$ cat config.mk
export PLATFORM = sky130hd
export DESIGN_NAME = sequence_fp_adder
export DESIGN_NICKNAME = d
export VERILOG_FILES = /design/src/rtl/sequence_fp_adder.sv
export SDC_FILE = /design/constraint.sdc
export NUM_CORES = 1
export LEC_CHECK = 0
export ABC_AREA = 1
export CAP_MARGIN = 20
export CELL_PAD_IN_SITES_DETAIL_PLACEMENT = 1
export CELL_PAD_IN_SITES_GLOBAL_PLACEMENT = 2
export CORE_ASPECT_RATIO = 0.9
export CORE_UTILIZATION = 32
export DETAILED_ROUTE_END_ITERATION = 10
export HOLD_SLACK_MARGIN = 0.05
export PLACE_DENSITY = 0.81
export SETUP_SLACK_MARGIN = 0.3
export SLEW_MARGIN = 40
export SYNTH_ARGS = -nofsm -noshare
export SYNTH_HDL_FRONTEND = slang
export SYNTH_SLANG_ARGS = --single-unit
export TNS_END_PERCENT = 10
$ cat constraint.sdc
create_clock -name clk_i -period 6.5 [get_ports clk_i]
set_input_delay 1.3 -clock clk_i [delete_from_list [all_inputs] [get_ports clk_i]]
set_output_delay 1.3 -clock clk_i [all_outputs]
set_load 0.1 [all_outputs]
$ cat src/rtl/sequence_fp_adder.sv
// Multi-cycle floating-point add/subtract unit with round-to-nearest-even.
// Operands and results use valid/ready handshakes; denormal inputs are treated as zero.
module sequence_fp_adder #(
  parameter int EXP_W  = 8,
  parameter int MANT_W = 23
) (
  input  logic                    clk_i,
  input  logic                    rst_i,
  input  logic [EXP_W+MANT_W:0]   a_i,
  input  logic [EXP_W+MANT_W:0]   b_i,
  input  logic                    op_i,
  input  logic                    vld_i,
  output logic                    rdy_o,
  output logic [EXP_W+MANT_W:0]   res_o,
  output logic [2:0]              status_o,
  output logic                    vld_o,
  input  logic                    rdy_i
);
  localparam int W  = 1 + EXP_W + MANT_W;
  localparam int SW = MANT_W + 4;
  localparam int LW = $clog2(SW + 1);
  localparam int XW = EXP_W + 2;
  localparam logic [EXP_W-1:0] SAT  = EXP_W'(MANT_W + 3);
  localparam logic [EXP_W-1:0] EMAX = '1;
  localparam logic [W-1:0] QNAN =
    {1'b0, {EXP_W{1'b1}}, 1'b1, {(MANT_W-1){1'b0}}};

  localparam logic [2:0] IDLE  = 3'd0;
  localparam logic [2:0] ALIGN = 3'd1;
  localparam logic [2:0] ADD   = 3'd2;
  localparam logic [2:0] NORM  = 3'd3;
  localparam logic [2:0] ROUND = 3'd4;
  localparam logic [2:0] OUT   = 3'd5;

  logic [2:0]       state;
  logic [W-1:0]     a_q, b_q;
  logic             op_q;
  logic             sgn_q, sub_q, nz_q, spec_q;
  logic [EXP_W-1:0] exp_q;
  logic [SW-1:0]    ml_q, ms_q;
  logic [W-1:0]     sres_q;
  logic [2:0]       sst_q;
  logic [SW:0]      sum_q;
  logic [SW-1:0]    mn_q;
  logic [XW-1:0]    en_q;
  logic             zero_q, uf_q;
  logic [W-1:0]     res_q;
  logic [2:0]       st_q;

  function automatic logic [LW-1:0] lzc(input logic [SW-1:0] v);
    lzc = LW'(SW);
    for (int i = 0; i < SW; i++)
      if (v[i]) lzc = LW'(SW - 1 - i);
  endfunction

  logic             sa, sb, sl, swap;
  logic [EXP_W-1:0] ea, eb, el, es, dif, sh;
  logic [MANT_W-1:0] fa, fb;
  logic [SW-1:0]    ga, gb, gl, gs, mask, gsh;
  logic             a_nan, b_nan, a_inf, b_inf, nan, inf, sticky;
  logic [W-1:0]     sp_res;
  logic [2:0]       sp_st;

  always_comb begin
    sa = a_q[W-1];
    sb = b_q[W-1] ^ op_q;
    ea = a_q[W-2:MANT_W];
    eb = b_q[W-2:MANT_W];
    fa = a_q[MANT_W-1:0];
    fb = b_q[MANT_W-1:0];
    ga = (ea != '0) ? {1'b1, fa, 3'b000} : '0;
    gb = (eb != '0) ? {1'b1, fb, 3'b000} : '0;
    a_nan = (ea == EMAX) && (fa != '0);
    b_nan = (eb == EMAX) && (fb != '0);
    a_inf = (ea == EMAX) && (fa == '0);
    b_inf = (eb == EMAX) && (fb == '0);
    nan = a_nan || b_nan || (a_inf && b_inf && (sa != sb));
    inf = a_inf || b_inf;
    sp_res = nan ? QNAN : {a_inf ? sa : sb, EMAX, {MANT_W{1'b0}}};
    sp_st = nan ? 3'b001 : 3'b000;
    swap = {eb, gb} > {ea, ga};
    el = swap ? eb : ea;
    es = swap ? ea : eb;
    gl = swap ? gb : ga;
    gs = swap ? ga : gb;
    sl = swap ? sb : sa;
    dif = el - es;
    sh = (dif > SAT) ? SAT : dif;
    // bits pushed past the guard positions collapse into sticky
    mask = ~({SW{1'b1}} << sh);
    sticky = |(gs & mask);
    gsh = (gs >> sh) | {{(SW-1){1'b0}}, sticky};
  end

  logic [LW-1:0] lz;
  logic [SW-1:0] mn_c;
  logic [XW-1:0] en_c;
  logic          zero_c, uf_c;

  always_comb begin
    lz = lzc(sum_q[SW-1:0]);
    if (sum_q[SW]) begin
      mn_c = {sum_q[SW:2], sum_q[1] | sum_q[0]};
      en_c = {2'b00, exp_q} + XW'(1);
    end else begin
      mn_c = sum_q[SW-1:0] << lz;
      en_c = {2'b00, exp_q} - XW'(lz);
    end
    zero_c = (sum_q == '0);
    uf_c = en_c[XW-1] || (en_c == '0);
  end

  logic              up, inx, ovf;
  logic [MANT_W+1:0] rnd;
  logic [MANT_W-1:0] mf;
  logic [XW-1:0]     ef;
  logic [W-1:0]      res_c;
  logic [2:0]        st_c;

  always_comb begin
    up  = mn_q[2] & (mn_q[1] | mn_q[0] | mn_q[3]);
    inx = |mn_q[2:0];
    rnd = {1'b0, mn_q[SW-1:3]} + {{(MANT_W+1){1'b0}}, up};
    ef  = rnd[MANT_W+1] ? en_q + XW'(1) : en_q;
    mf  = rnd[MANT_W+1] ? rnd[MANT_W:1] : rnd[MANT_W-1:0];
    ovf = (ef[XW-1:EXP_W] != '0) || (ef[EXP_W-1:0] == EMAX);
    if (spec_q) begin
      res_c = sres_q;
      st_c  = sst_q;
    end else if (zero_q) begin
      res_c = {nz_q, {(W-1){1'b0}}};
      st_c  = 3'b000;
    end else if (uf_q) begin
      res_c = {sgn_q, {(W-1){1'b0}}};
      st_c  = 3'b100;
    end else if (ovf) begin
      res_c = {sgn_q, EMAX, {MANT_W{1'b0}}};
      st_c  = 3'b110;
    end else begin
      res_c = {sgn_q, ef[EXP_W-1:0], mf};
      st_c  = {inx, 2'b00};
    end
  end

  always_ff @(posedge clk_i) begin
    if (rst_i) begin
      state <= IDLE;
      res_q <= '0;
      st_q  <= '0;
    end else begin
      unique case (state)
        IDLE: if (vld_i) begin
          a_q   <= a_i;
          b_q   <= b_i;
          op_q  <= op_i;
          state <= ALIGN;
        end
        ALIGN: begin
          sgn_q  <= sl;
          exp_q  <= el;
          ml_q   <= gl;
          ms_q   <= gsh;
          sub_q  <= (sa != sb);
          nz_q   <= (ea == '0) && (eb == '0) && sa && sb;
          spec_q <= nan || inf;
          sres_q <= sp_res;
          sst_q  <= sp_st;
          state  <= ADD;
        end
        ADD: begin
          sum_q <= sub_q ? {1'b0, ml_q} - {1'b0, ms_q}
                         : {1'b0, ml_q} + {1'b0, ms_q};
          state <= NORM;
        end
        NORM: begin
          mn_q   <= mn_c;
          en_q   <= en_c;
          zero_q <= zero_c;
          uf_q   <= uf_c;
          state  <= ROUND;
        end
        ROUND: begin
          res_q <= res_c;
          st_q  <= st_c;
          state <= OUT;
        end
        OUT: if (rdy_i) state <= IDLE;
        default: state <= IDLE;
      endcase
    end
  end

  assign rdy_o    = (state == IDLE);
  assign vld_o    = (state == OUT);
  assign res_o    = res_q;
  assign status_o = st_q;
endmodule

==> run_results.csv, run 1 <==
group,metric,value,unit
placed_design,place_inst,2815,
critical_path,cp_slowest_stage_delay,0.48,ns
logic_synthesis,synth_xor_area_share,4.16,%
grt,grt_max_degree,72,
critical_path,setup.worst_path.end_class,"flop",
timing,slew_headroom,42.4,%
logic_synthesis,synth-seq-area-share,41.8,%
critical_path,critPathKind,"flop to flop",
floorplan,core_area,49200,µm²
timing,slew_viol_final,0,
timing,worst_pin_slew,0.855,ns
floorplan,num_rows,77,
critical_path,path_buf_inv,4,
critical_path,endpoint,"ms_q[0]",
clock_network,path_clk_slew,0.06,ns
timing,period_needed,5.67,ns
grt,antenna_found_initial,5,
logic_synthesis,netlist_area,16000,µm²
route,drt_first_pass_iters,5,
critical_path,cp_common_cell,"nand2_1",
grt,grt_pass1_vias,14700,
grt,gr-total-overflow,0,
logic_synthesis,ys_types,59,
floorplan,io_pins,106,
route,drc_errors,0,
clock_network,cts_tree,"yes",
timing,setup_viol,0,
logic_synthesis,synthArstFlopShare,0,%
timing,rsz0062_at_grt,"no",
critical_path,worstPathArrival,6.01,ns
power,peakVddDrop,0.190,mV
logic_synthesis,synth_fa_ha_area_share,5.29,%
final_layout,fin_nets,2316,
clock_network,clock_latency,0.57,ns
critical_path,crit_required,6.83,ns
route,wirelength,53500,µm
logic_synthesis,synth-simple-area-share,28.6,%
critical_path,r2r-end,"ms_q[0]",
final_layout,diodes,0,
floorplan,start_util,32.5,%
logic_synthesis,ys.flop_type,"edfxtp_1",
power,power.density,286,nW/µm²
logic_synthesis,synth-compound-area-share,12.2,%
route,drtAntennaViolNets,0,
logic_synthesis,synthesis.nets,2222,
logic_synthesis,ys_ff_latch,235,
logic_synthesis,yosysWarnings,0,
logic_synthesis,synthCells,2086,
grt,grt_first_pass_wirelength,83400,µm
final_layout,syn_to_final_growth,17.4,%
grt,grt_usage,20.7,%
status,outcome,"finished, final reports clean",
logic_synthesis,synth_top_family_by_area,"simple AND/OR/NAND/NOR gates",
clock_network,cts.path.max_buffers,3,
floorplan,dieWidth,238,µm
critical_path,setup.worst_path.start_class,"flop",
route,detail_route.iter0.violations,902,
critical_path,crit_path_top_delay_cell,"edfxtp_1",
floorplan,die_y,214,µm
min_path,hold_path_class,"flop to flop",
logic_synthesis,synth-edff-count,197,
logic_synthesis,synth_mux_area_share,0.258,%
critical_path,crit_start,"a_q[23]",
run,cap_violations,0,
timing,period_share,87.3,%
final_layout,final-instance-count-excl-fill,2874,
placed_design,io_buffers,105,
timing,hold_viol,0,
critical_path,path_depth,30,
clock_network,cts_buffers,29,
clock_network,cts.sinks,235,
placed_design,dpl.hpwl,42200,µm
route,detail_route.wl_per_cell,18.6,µm
clock_network,htreeDepth,1,
timing,skew,0.0184,ns
route,viasPerCell,5.10,
final_layout,drive_above_1_share,8.44,%
critical_path,critical-path-top-delay-family,"simple AND/OR/NAND/NOR gates",
clock_network,root_buffer,"clkbuf_16",
timing,fmax,176,MHz
timing,fin_setup_tns,0,ns
critical_path,reg2reg_from,"a_q[23]",
critical_path,reg2reg_setup_slack,0.83,ns
critical_path,r2r_cells,30,
placed_design,gp_congestion,0.902,
logic_synthesis,syn_area_per_cell,7.66,µm²
critical_path,crit_path_max_fanout,27,
route,vias,14700,
power,power_leakage,7.94,nW
floorplan,dieArea,50900,µm²
[metal layers]
| layer | track usage, % | part of all wire, % | up-vias | wire, µm |
|---|---|---|---|---|
| met4 | 5.29 | 2.5 | 0 | 1330 |
| met3 | 2.11 | 3.2 | 69 | 1720 |
| met5 | 0 | 0 | - | 0 |
| met1 | 29.9 | 49 | 7061 | 26300 |
| li1 | - | - | 7269 | - |
| met2 | 32.8 | 45 | 260 | 24200 |
[power breakdown]
group	total (mW)	internal (mW)	switching [mW]
sequential	1.88	1.81	0.0784
combinational	1.64	0.480	1.16
clock	1.84	1.15	0.691
[cells by family (layout without fill, tap and decap cells)]
logic type | after synthesis | in the layout
XOR/XNOR | 76 | 76
buffers and inverters | 311 | 426
AO/OA/AOI/OAI | 351 | 351
flip-flops | 235 | 235
multiplexers | 4 | 4
AND/OR/NAND/NOR | 1042 | 1044
adder cells (fa/ha/maj) | 67 | 67
[registers in the layout, indices dropped and copies added, names as in the netlist, 2 cells and up]
name	cells
status_o	3
en_q	10
ml_q	24
mn_q	27
state	3
a_q	32
b_q	32
res_o	32
ms_q	27
sum_q	28
sres_q	2
exp_q	8
[worst min-delay path: stages (launching register included)]
cell,delay [ns]
dfxtp_1,0.30
nand2_1,0.06
a21oi_1,0.05
[layout make-up]
type | count | area (µm²)
fill | 6041 | 30500
multi-input combinational | 1542 | 8170
sequential | 235 | 6680
timing repair buffer | 129 | 1070
inverter | 243 | 918
tap | 671 | 840
clock buffer | 31 | 743
clock inverter | 23 | 344
[per-stage QoR]
step                      instance area [µm²]  hold WS, ns  worst slack (ns)  power (mW)  util [%]
after detailed placement                17600        0.454             0.359        3.51      35.7
after CTS                               18700        0.464             0.312        5.38      37.9
after floorplan                         16000        0.462              1.63        3.03         -
after global routing                    18800        0.485             0.397        5.65      38.1
after global placement                  17700        0.454             0.647        3.49      36.0
final                                   18800        0.461             0.826        5.36      38.1
[cells in the mapped netlist, drive strengths merged (22+ instances only)]
master	instances	area [µm²]
o211ai	22	165
xor2	57	499
nor2	183	780
dfxtp	38	761
a21oi	104	524
nand3	186	973
inv	239	897
ha	66	826
o21ai	161	810
edfxtp	197	5920
nand2	563	2160
nor3	33	170
o22ai	29	181
clkbuf	48	180
nand4	39	250
[what timing repair did]
action / CTS / global route
endpoints found under the setup margin: 0 / 24
gates resized for setup: 0 / 11
hold buffers: 0 / 0
buffers inserted: 0 / 2
[how the worst min path moves through the flow]
stage | depth (start not counted) | to | from
after floorplan | 2 | res_o[31] | sres_q[31]
after global placement | 2 | res_o[9] | res_o[9]
after detailed placement | 2 | res_o[9] | res_o[9]
after CTS | 2 | res_o[9] | res_o[9]
after global routing | 2 | res_o[16] | res_o[16]
final | 2 | res_o[9] | res_o[9]
[cell usage in the layout (no fill, tap or decap), types with 32 or more instances in the layout]
cell type | synthesis | layout
a21oi_1 | 103 | 103
buf_2 | 6 | 37
clkdlybuf4s50_1 | 0 | 67
dfxtp_1 | 38 | 38
edfxtp_1 | 197 | 197
ha_1 | 66 | 65
inv_1 | 228 | 224
nand2_1 | 552 | 549
nand3_1 | 179 | 179
nand4_1 | 38 | 38
nor2_1 | 174 | 170
nor3_1 | 32 | 32
o21ai_0 | 143 | 140
xor2_1 | 57 | 57
(Power assumes the default switching activity.)
==> run 2, diff against run 1 <==
Clock period 6.5 ns to 7.3 ns, I/O delays scaled along.
==> run 2 against run 1 <==
Net effect: clock power is 26% lower; register-to-register slack better by 0.15 ns; hold slack better by 0.0030 ns; via count is 1.1% lower; sequential power is 11% lower; core utilization is 0.63 points lower; critical path depth is 4 higher; non-clock buffer count is 8 lower; largest cell class unchanged; largest power group unchanged.
==> run_results.csv, run 2 (same netlist as run 1, synthesis figures left out) <==
group,metric,value,unit
timing,worst_pin_slew,0.813,ns
grt,antenna_found_initial,7,
critical_path,r2r-end,"ms_q[0]",
clock_network,cts.path.max_buffers,3,
floorplan,core_area,49200,µm²
timing,period_share,86.6,%
power,power_leakage,7.81,nW
status,outcome,"finished, final reports clean",
clock_network,root_buffer,"clkbuf_16",
timing,slew_headroom,45.2,%
critical_path,cp_common_cell,"nand2_1",
floorplan,dieArea,50900,µm²
final_layout,layout_commonest_cell,"nand2_1",
timing,skew,0.00846,ns
final_layout,final_cell_mix,"550 x nand2_1, 226 x inv_1, 197 x edfxtp_1, 179 x nand3_1, 170 x nor2_1",
critical_path,reg2reg_from,"a_q[29]",
grt,grt_first_pass_wirelength,82700,µm
clock_network,cts_hold_buf,0,
critical_path,crit_required,7.61,ns
critical_path,setup.worst_path.start_class,"flop",
critical_path,cp_slowest_stage_delay,0.53,ns
critical_path,worstPathArrival,6.63,ns
floorplan,io_pins,106,
critical_path,setup.worst_path.end_class,"flop",
critical_path,crit_path_max_fanout,27,
run,cap_violations,0,
clock_network,cts_buffers,28,
final_layout,drive_above_1_share,7.17,%
final_layout,multiInputGateArea,8130,µm²
floorplan,die_y,214,µm
floorplan,start_util,32.5,%
clock_network,cts_tree,"yes",
route,viasPerCell,5.07,
grt,grt_pass1_vias,14700,
timing,hold_viol,0,
timing,slew_viol_final,0,
final_layout,diodes,0,
timing,fin_setup_tns,0,ns
critical_path,crit_path_top_delay_cell,"inv_1",
route,detail_route.iter0.violations,970,
min_path,hold_path_class,"flop to flop",
final_layout,fillCellCount,6013,
grt,grt_usage,20.4,%
clock_network,path_clk_slew,0.06,ns
final_layout,fin_area,18500,µm²
grt,grt_max_degree,72,
route,drt_first_pass_iters,5,
floorplan,num_rows,77,
route,vias,14500,
critical_path,critPathKind,"flop to flop",
clock_network,cts.sinks,235,
clock_network,post_cts_resized,0,
placed_design,dpl_cell_area,17500,µm²
placed_design,dpl.hpwl,42100,µm
clock_network,htreeDepth,1,
placed_design,io_buffers,105,
route,drtAntennaViolNets,0,
route,detail_route.wl_per_cell,18.3,µm
clock_network,clock_latency,0.56,ns
placed_design,gp_congestion,0.882,
route,drc_errors,0,
final_layout,fin_nets,2305,
final_layout,register_area,6680,µm²
min_path,holdPathEnd,"res_o[6]",
route,wirelength,52300,µm
critical_path,r2r_cells,34,
critical_path,reg2reg_setup_slack,0.98,ns
min_path,hold_depth,2,
timing,setup_viol,0,
timing,period_needed,6.32,ns
floorplan,dieWidth,238,µm
timing,rsz0062_at_grt,"no",
power,power.density,242,nW/µm²
grt,gr-total-overflow,0,
min_path,hold_start,"res_o[6]",
final_layout,final_core_util,37.5,%
power,peakVddDrop,0.168,mV
timing,fmax,158,MHz
clock_network,post_cts_buffers,0,
final_layout,syn_to_final_growth,15.5,%
run 2: cell types whose count changed in the layout (fill, tap and decap cells not counted), moves of 4 or more:
cell,before,now
bufinv_16,8,2
buf_4,21,14
clkbuf_1,1,5
clkinv_1,6,13
inv_6,5,1
run 2: worst max-delay path, delay by kind of cell, from the launching register on:
family                   cells  cell delay [ns]
buffers and inverters        6             1.53
AO/OA/AOI/OAI                2             0.44
adder cells (fa/ha/maj)      2             0.71
flip-flops                   1             0.41
AND/OR/NAND/NOR             24             2.95
run 2: final cells by class:
class	count	share of cell area (%)
tap	671	4.55
multi-input combinational	1540	44.0
sequential	235	36.2
clock inverter	18	0.773
clock buffer	34	4.03
timing repair buffer	121	5.52
inverter	243	4.94
run 2: per-layer routing:
layer	up-vias	part of all wire, %	track usage, %
li1	7238	-	-
met1	6943	48	29.0
met2	269	46	33.4
met3	54	4.2	2.54
met4	0	1.6	3.78
met5	-	0	0
run 2: metrics by stage:
stage	worst slack, ns	power, mW	cells	hold slack, ns
after detailed placement	1.00	3.12	2809	0.458
after CTS	0.961	4.50	2861	0.467
final	0.979	4.46	2862	0.464
after global placement	1.17	3.11	2808	0.454
after floorplan	2.27	2.70	2086	0.462
after global routing	0.459	4.72	2862	0.489
run 2: power by group:
part	switching, mW	internal [mW]
combinational	1.01	0.417
clock	0.570	0.792
sequential	0.0671	1.61
run 2: how the worst max path moves through the flow:
| stage | from | endpoint | slack (ns) | cells after the start |
|---|---|---|---|---|
| 5_1_grt | a_q[29] | ms_q[0] | 0.46 | 34 |
| 2_1_floorplan | rst_i | a_q[0] | 2.27 | 3 |
| 4_1_cts | a_q[29] | ms_q[0] | 0.96 | 34 |
| 3_5_place_dp | a_q[29] | ms_q[0] | 1.00 | 34 |
| 3_3_place_gp | a_q[29] | ms_q[0] | 1.17 | 34 |
| 6_report | a_q[29] | ms_q[0] | 0.98 | 34 |
==> run 3, diff against run 2 <==
Settings changed: CORE_MARGIN from default to 1.5.
==> run 3 against run 2 <==
Net effect: combinational power about the same; register-to-register slack got worse by 0.14 ns; critical path type unchanged; first-iteration DRC count is 7.3% lower.
==> run_results.csv, run 3 (same netlist as run 1, synthesis figures left out) <==
group,metric,value,unit
final_layout,register_area,6680,µm²
timing,period_needed,6.46,ns
run,cap_violations,0,
grt,grt_first_pass_wirelength,83100,µm
clock_network,post_cts_resized,0,
placed_design,io_buffers,105,
critical_path,r2r-end,"ms_q[1]",
critical_path,worstPathArrival,6.77,ns
timing,setup_viol,0,
final_layout,fin_nets,2303,
floorplan,die_y,215,µm
clock_network,cts_buffers,28,
floorplan,num_rows,77,
critical_path,r2r_cells,32,
floorplan,io_pins,106,
critical_path,critPathKind,"flop to flop",
clock_network,cts_tree,"yes",
min_path,holdPathEnd,"res_o[1]",
final_layout,fillCellCount,6023,
status,outcome,"finished, final reports clean",
min_path,hold_depth,2,
floorplan,start_util,32.5,%
route,vias,14600,
timing,hold_viol,0,
min_path,hold_start,"res_o[1]",
final_layout,fin_area,18500,µm²
final_layout,layout_commonest_cell,"nand2_1",
route,drt_first_pass_iters,5,
timing,period_share,88.5,%
timing,slew_viol_final,0,
critical_path,reg2reg_from,"a_q[23]",
timing,fmax,155,MHz
route,wirelength,52600,µm
critical_path,crit_path_max_fanout,27,
clock_network,root_buffer,"clkbuf_16",
grt,grt_max_degree,72,
critical_path,reg2reg_setup_slack,0.84,ns
floorplan,core_area,49200,µm²
timing,skew,0.0188,ns
timing,slew_headroom,43.9,%
clock_network,cts.sinks,235,
critical_path,cp_slowest_stage_delay,0.46,ns
critical_path,crit_required,7.61,ns
route,detail_route.iter0.violations,899,
clock_network,clock_latency,0.57,ns
final_layout,drive_above_1_share,7.17,%
critical_path,setup.worst_path.end_class,"flop",
route,drc_errors,0,
route,drtAntennaViolNets,0,
timing,worst_pin_slew,0.833,ns
grt,gr-total-overflow,0,
grt,grt_pass1_vias,14700,
critical_path,cp_common_cell,"nand2_1",
final_layout,syn_to_final_growth,15.5,%
route,viasPerCell,5.09,
power,power.density,245,nW/µm²
critical_path,crit_path_top_delay_cell,"edfxtp_1",
timing,fin_setup_tns,0,ns
placed_design,dpl_cell_area,17500,µm²
power,power_leakage,7.82,nW
final_layout,final_cell_mix,"550 x nand2_1, 225 x inv_1, 197 x edfxtp_1, 178 x nand3_1, 170 x nor2_1",
clock_network,cts.path.max_buffers,3,
placed_design,gp_congestion,0.907,
power,power.total,4.52,mW
clock_network,cts_hold_buf,0,
grt,grt_usage,20.3,%
floorplan,dieArea,51300,µm²
final_layout,multiInputGateArea,8120,µm²
final_layout,final_core_util,37.5,%
power,peakVddDrop,0.178,mV
grt,antenna_found_initial,2,
clock_network,htreeDepth,1,
min_path,hold_path_class,"flop to flop",
clock_network,path_clk_slew,0.06,ns
clock_network,post_cts_buffers,0,
placed_design,dpl.hpwl,42200,µm
route,detail_route.wl_per_cell,18.4,µm
critical_path,setup.worst_path.start_class,"flop",
floorplan,dieWidth,239,µm
timing,rsz0062_at_grt,"yes",
==> run 3: cell types whose count changed in the layout (fill, tap and decap cells not counted), sizes merged <==
cell,previous run,this run
bufinv,2,3
clkinv,18,12
clkbuf,34,40
buf,54,52
inv,239,238
diode,0,1
==> run 3: through the flow <==
step / hold slack, ns / cells / worst slack, ns
2_1_floorplan: 0.462 / 2086 / 2.27
3_3_place_gp: 0.455 / 2807 / 0.910
3_5_place_dp: 0.455 / 2808 / 0.769
4_1_cts: 0.463 / 2860 / 0.742
5_1_grt: 0.483 / 2860 / 0.240
6_report: 0.461 / 2861 / 0.837
==> run 3: worst max-delay path by stage <==
stage | startpoint | endpoint | slack (ns)
finish | a_q[23] | ms_q[1] | 0.84
global route | a_q[29] | ms_q[1] | 0.24
CTS | a_q[29] | ms_q[0] | 0.74
detailed placement | a_q[29] | ms_q[0] | 0.77
global placement | a_q[29] | ms_q[0] | 0.91
floorplan | rst_i | a_q[0] | 2.27
==> run 3: final cells by class <==
| class | count | area share [%] |
|---|---|---|
| antenna | 1 | 0.0135 |
| clock buffer | 40 | 4.21 |
| clock inverter | 12 | 0.745 |
| inverter | 243 | 4.96 |
| multi-input combinational | 1540 | 44.0 |
| sequential | 235 | 36.1 |
| tap | 671 | 4.55 |
| timing repair buffer | 119 | 5.39 |
==> run 3: worst max-delay path: cells and delay by family (launching register included) <==
kind,cells,cell delay (ns)
buf+inv,5,1.10
flops,1,0.46
fa+ha+maj,2,0.63
simple gates,20,3.35
compound gates,5,0.66
==> run 3: metal layers <==
layer | vias to the layer above | wire [µm] | global-route usage [%]
li1 | 7228 | - | -
met1 | 7055 | 25600 | 29.0
met2 | 219 | 24300 | 33.3
met3 | 53 | 1860 | 2.47
met4 | 2 | 801 | 3.31
met5 | - | 12 | 0
==> run 3: power breakdown <==
| group | internal, mW | total, mW | leakage, nW | switching (mW) |
|---|---|---|---|---|
| sequential | 1.61 | 1.68 | 2.11 | 0.0687 |
| combinational | 0.414 | 1.42 | 5.26 | 1.01 |
| clock | 0.843 | 1.42 | 0.443 | 0.574 |
| total | 2.86 | 4.52 | 7.82 | 1.65 |
